### config.mk
export PLATFORM = sky130hd
export DESIGN_NAME = round_robin_mux_arbiter
export DESIGN_NICKNAME = d
export VERILOG_FILES = /design/src/rtl/round_robin_mux_arbiter.sv
export SDC_FILE = /design/constraint.sdc
export NUM_CORES = 1
export LEC_CHECK = 0
export CORE_MARGIN = 4
export CORE_UTILIZATION = 47
export DETAILED_ROUTE_END_ITERATION = 8
export PLACE_DENSITY = 0.79
export SLEW_MARGIN = 0
export SYNTH_ARGS = -nofsm -noshare
export SYNTH_HDL_FRONTEND = slang
export SYNTH_SLANG_ARGS = --single-unit
### constraint.sdc
create_clock -name clk_i -period 2.6 [get_ports clk_i]
set_clock_uncertainty 0.1 [all_clocks]
set_input_delay 0.52 -clock clk_i [delete_from_list [all_inputs] [get_ports clk_i]]
set_output_delay 0.52 -clock clk_i [all_outputs]
set_load 0.02 [all_outputs]
### src/rtl/round_robin_mux_arbiter.sv
// Round-robin arbiter over four requesters (F,E,C,B) muxing the owner's word onto D.
// Grant 1 cycle after request; READY low freezes D/VALID; grant released after MAX_BURST or owner drop.
module round_robin_mux_arbiter #(
    parameter int unsigned MAX_BURST = 4
) (
    input  logic       clk_i,
    input  logic       rst_ni,
    input  logic [3:0] req_i,
    input  logic [3:0] f_i,
    input  logic [3:0] e_i,
    input  logic [3:0] c_i,
    input  logic [3:0] b_i,
    input  logic       ready_i,
    output logic [3:0] gnt_o,
    output logic       s1_o,
    output logic       s2_o,
    output logic [3:0] d_o,
    output logic       valid_o
);

    typedef enum logic {IDLE, GRANT} state_e;

    localparam logic [4:0] MAX_BURST_W = 5'(MAX_BURST);

    state_e     state_q, state_d;
    logic [3:0] gnt_q, gnt_d;
    logic [1:0] sel_q, sel_d;
    logic [3:0] dat_q, dat_d;
    logic       valid_q, valid_d;
    logic [3:0] cnt_q, cnt_d;
    logic [1:0] last_q, last_d;

    logic [3:0] data_arr [4];
    logic [1:0] win;
    logic [1:0] idx;
    logic       found;

    assign data_arr[0] = f_i;
    assign data_arr[1] = e_i;
    assign data_arr[2] = c_i;
    assign data_arr[3] = b_i;

    // Search starts just above the previous owner; k=4 wraps back onto last_q itself.
    always_comb begin
        win   = last_q + 2'd1;
        idx   = '0;
        found = 1'b0;
        for (int k = 1; k <= 4; k++) begin
            idx = last_q + 2'(k);
            if (!found && req_i[idx]) begin
                win   = idx;
                found = 1'b1;
            end
        end
    end

    always_comb begin
        state_d = state_q;
        gnt_d   = gnt_q;
        sel_d   = sel_q;
        dat_d   = dat_q;
        valid_d = valid_q;
        cnt_d   = cnt_q;
        last_d  = last_q;
        case (state_q)
            IDLE: begin
                gnt_d   = '0;
                valid_d = 1'b0;
                if (|req_i) begin
                    state_d = GRANT;
                    gnt_d   = 4'b0001 << win;
                    sel_d   = win;
                    dat_d   = data_arr[win];
                    valid_d = 1'b1;
                    cnt_d   = '0;
                end
            end
            GRANT: begin
                if (valid_q && ready_i) begin
                    if (req_i[sel_q] && (({1'b0, cnt_q} + 5'd1) < MAX_BURST_W)) begin
                        cnt_d = cnt_q + 4'd1;
                        dat_d = data_arr[sel_q];
                    end else begin
                        state_d = IDLE;
                        gnt_d   = '0;
                        valid_d = 1'b0;
                        last_d  = sel_q;
                        cnt_d   = '0;
                    end
                end
            end
            default: state_d = IDLE;
        endcase
    end

    always_ff @(posedge clk_i or negedge rst_ni) begin
        if (!rst_ni) begin
            state_q <= IDLE;
            gnt_q   <= '0;
            sel_q   <= '0;
            dat_q   <= '0;
            valid_q <= 1'b0;
            cnt_q   <= '0;
            last_q  <= 2'd3;
        end else begin
            state_q <= state_d;
            gnt_q   <= gnt_d;
            sel_q   <= sel_d;
            dat_q   <= dat_d;
            valid_q <= valid_d;
            cnt_q   <= cnt_d;
            last_q  <= last_d;
        end
    end

    assign gnt_o   = gnt_q;
    assign s1_o    = sel_q[1];
    assign s2_o    = sel_q[0];
    assign d_o     = dat_q;
    assign valid_o = valid_q;

endmodule

==> insert_results.sql, run 1 <==
INSERT INTO impl_metrics (metric_group, metric, value, unit) VALUES
('synthesis', 'yosysSeqAreaShare', '0.378', ''),
('clock_network', 'ctsHoldBuffers', '0', ''),
('floorplanning', 'design.core.area', '2450', 'µm²'),
('critical_path', 'regToRegSetupSlack', '0.46', 'ns'),
('cells_and_area', 'antenna_cells', '0', ''),
('min_path', 'hp-class', 'flip-flop to flip-flop', ''),
('global_route', 'global_route.overflow_total', '0', ''),
('critical_path', 'path_class', 'primary input to flip-flop', ''),
('timing', 'worst_relative_slew_slack', '0.461', ''),
('synthesis', 'postSynth.topFlopCell', 'dfrtp_1', ''),
('cells_and_area', 'num-nets-final', '179', ''),
('min_path', 'timing.hold.worst.start', 'gnt_o[3]', ''),
('synthesis', 'post_synthesis_area_per_instance', '10.1', 'µm²'),
('timing', 'period_share', '0.902', ''),
('detailed_routing', 'via_per_inst', '5.91', ''),
('global_route', 'first_global_vias', '1056', ''),
('floorplanning', 'floorplan.initialDensity', '0.488', ''),
('clock_network', 'clock_insertion_delay_worst_skew', '0.29', 'ns'),
('placement', 'place_congestion', '0.791', ''),
('power_and_ir_drop', 'max-vdd-ir-drop', '0.545', 'mV'),
('detailed_routing', 'num_vias', '1087', ''),
('synthesis', 'yosys_register_bits', '18', ''),
('power_and_ir_drop', 'power_density', '1050', 'nW/µm²'),
('cells_and_area', 'fraction_of_final_layout_cells_sized_beyond_drive_strength_1', '0.175', ''),
('clock_network', 'tritoncts', 'done', ''),
('timing', 'rsz0062_at_grt', 'false', ''),
('min_path', 'holdPathStages', '2', ''),
('global_route', 'grt_antenna_before_repair', '0', ''),
('detailed_routing', 'initialDrtViolationCount', '25', ''),
('global_route', 'grt_usage', '0.182', ''),
('timing', 'timing.final.max_slew_violations', '0', ''),
('run_status', 'status', 'finished clean', ''),
('synthesis', 'post_synth_num_cell_types', '41', ''),
('placement', 'place.detailed.hpwl', '2.36', 'mm'),
('timing', 'timing.final.hold_violations', '0', ''),
('floorplanning', 'num_io_pins', '34', ''),
('critical_path', 'cp-start-kind', 'primary input', ''),
('critical_path', 'critical_path.endpoint_type', 'flip-flop', ''),
('detailed_routing', 'route.detailed.drc', '0', ''),
('critical_path', 'timing.critical_path.arrival', '2.48', 'ns'),
('synthesis', 'synthesis.nets', '142', ''),
('critical_path', 'path_max_fanout', '9', ''),
('min_path', 'hold-path-endpoint', 'gnt_o[3]', ''),
('placement', 'portBuffers', '33', ''),
('power_and_ir_drop', 'power.leakage', '0.669', 'nW'),
('job', 'cap_violations', '0', ''),
('critical_path', 'critical-path-max-stage-delay', '0.56', 'ns'),
('detailed_routing', 'routed_wire_length_per_instance', '16.0', 'µm'),
('clock_network', 'cts_buffer_depth', '2', ''),
('clock_network', 'cts_post_setup_buffers_inserted', '0', ''),
('critical_path', 'crit_required', '2.73', 'ns'),
('clock_network', 'htreeDepth', '1', ''),
('floorplanning', 'rows', '18', ''),
('clock_network', 'numCtsBuffers', '3', ''),
('timing', 'final.setup.tns', '0', 'ns'),
('power_and_ir_drop', 'fin_total_pwr', '0.00167', 'W'),
('timing', 'setup_viol_count_final', '0', ''),
('floorplanning', 'dieHeight', '58.5', 'µm'),
('cells_and_area', 'area_delta_synth_final', '33.6', '%'),
('floorplanning', 'dieArea', '3420', 'µm²'),
('detailed_routing', 'routed_wirelength', '2.95', 'mm'),
('synthesis', 'synth_area', '1200', 'µm²'),
('clock_network', 'postCtsResizedCells', '0', ''),
('timing', 'finalWorstPathRequiredPeriod', '2.35', 'ns'),
('critical_path', 'rr_worst_depth', '6', ''),
('critical_path', 'critical_path.slowest_cell', 'clkdlybuf4s50_1', ''),
('timing', 'worst_pin_slew', '0.807', 'ns'),
('global_route', 'maximum_number_of_pins_on_one_net_before_global_route_repair', '19', ''),
('detailed_routing', 'detail_route.first_pass.iterations', '4', ''),
('clock_network', 'root_buffer', 'clkbuf_4', ''),
('critical_path', 'timing.rr.start', 'last_q[0]', ''),
('critical_path', 'crit_path_cell_chain', 'clkdlybuf4s50_1, o21bai_2, a31oi_1, a311oi_4, a21oi_1, a221o_1, a21oi_2', ''),
('critical_path', 'crit_reg_reg_endpoint', 'd_o[0]', ''),
('synthesis', 'postSynth.asyncResetShare', '1.00', ''),
('clock_network', 'tritoncts_num_sinks', '18', ''),
('clock_network', 'clk_transition_reported_paths', '0.11', 'ns'),
('timing', 'fmaxAchievable', '0.426', 'GHz'),
('detailed_routing', 'drt.antenna.violating_nets', '0', ''),
('global_route', 'grt_pass1_wl', '4.83', 'mm'),
('synthesis', 'synthesis.yosys.warnings', '0', ''),
('synthesis', 'synth_cells', '118', ''),
('synthesis', 'synth_edf_count', '0', ''),
('floorplanning', 'chipWidth', '58.5', 'µm');
## state kept, by name, summed over array words and instances, names as in the netlist
signal	count
cnt_q	4
d_o	4
gnt_o	4
last_q	2
sel_q	2
state_q	1
valid_o	1
## per-stage QoR
step / cell area [µm²] / worst slack [ns] / hold slack [ns] / instances / util
2_1_floorplan: 1200 / 0.463 / 0.124 / 118 / -
3_3_place_gp: 1560 / 0.0135 / 0.374 / 180 / 0.637
3_5_place_dp: 1560 / -0.0773 / 0.383 / 180 / 0.637
4_1_cts: 1600 / 0.244 / 0.412 / 184 / 0.652
5_1_grt: 1600 / 0.137 / 0.437 / 184 / 0.652
6_report: 1600 / 0.254 / 0.407 / 184 / 0.652
## Yosys cell counts (2+ instances only)
master	number	area, µm²
nor2b_1	2	12.5
o21ai_0	6	30.0
a221o_1	4	40.0
and2_1	2	12.5
mux2i_1	2	20.0
clkbuf_1	3	11.3
mux2_2	4	45.0
a21oi_2	2	17.5
nor2_1	9	33.8
a2bb2oi_1	2	17.5
a21o_1	3	22.5
inv_1	2	7.51
nand2_1	12	45.0
o211ai_1	2	15.0
o21ai_1	3	15.0
nand2b_1	4	25.0
a22o_1	2	17.5
mux4_2	5	113
buf_6	2	22.5
dfstp_2	2	52.6
o2bb2ai_1	2	17.5
dfrtp_1	16	400
a21oi_1	9	45.0
## critical path, delay by kind of cell
family | cells | cell delay, ns
AOI/OAI and AO/OA | 6 | 1.39
buffers and inverters | 1 | 0.56
## layout make-up
cell class | instances | area [µm²]
multi-input cells | 91 | 691
well taps | 30 | 37.5
inverters | 2 | 7.51
clock buffers | 4 | 36.3
repair buffers | 39 | 375
flip-flops and latches | 18 | 453
fillers | 205 | 855
## power by group
part	internal [W]	switching (W)
Clock	0.0000853	0.0000917
Combinational	0.000493	0.000446
Sequential	0.000405	0.000153
## logic make-up after synthesis
logic type | after synthesis | share of synthesized area
compound gates | 43 | 0.270
fa+ha+maj | 1 | 0.0104
buf+inv | 9 | 0.0449
flops | 18 | 0.378
mux | 11 | 0.148
simple gates | 36 | 0.148
## placed cells by master (no fill, tap or decap), types with 2 or more instances in the layout
cell type        count
and2_1               2
o21ai_1              3
nand2_1             12
o2bb2ai_1            2
o211ai_1             2
inv_1                2
mux4_2               5
clkdlybuf4s50_1     33
a21o_1               3
a221o_1              4
nor2_1               9
a21oi_2              2
dfrtp_1             16
a22o_1               2
a21oi_1              9
nand2b_1             4
buf_4                6
o21ai_0              6
a2bb2oi_1            2
dfstp_2              2
mux2_2               4
clkbuf_4             3
mux2i_1              2
nor2b_1              2
## how the worst max path moves through the flow
stage / cells after the start / endpoint / from
4_1_cts: 7 / d_o[2] / req_i[0]
5_1_grt: 7 / d_o[2] / req_i[0]
3_3_place_gp: 7 / d_o[2] / req_i[2]
2_1_floorplan: 5 / state_q / sel_q[0]
3_5_place_dp: 7 / d_o[2] / req_i[0]
6_report: 7 / d_o[0] / req_i[0]
## layer usage
| layer | global-route usage | vias up | share of wire |
|---|---|---|---|
| li1 | - | 514 | - |
| met4 | 0.0596 | 0 | 0.0078 |
| met5 | 0 | - | 0 |
| met1 | 0.243 | 545 | 0.44 |
| met3 | 0.0197 | 2 | 0.051 |
| met2 | 0.306 | 26 | 0.50 |
Note: power is estimated with default switching activity, not from simulation.
==> run 2, diff against run 1 <==
--- a/config.mk
+++ b/config.mk
@@ -9,6 +9,7 @@
 export CORE_UTILIZATION = 47
 export DETAILED_ROUTE_END_ITERATION = 8
 export PLACE_DENSITY = 0.79
+export SKIP_CTS_REPAIR_TIMING = 1
 export SLEW_MARGIN = 0
 export SYNTH_ARGS = -nofsm -noshare
 export SYNTH_HDL_FRONTEND = slang
==> results of run 2 <==
No change in the layout: final DEF, timing and power equal those of run 1.
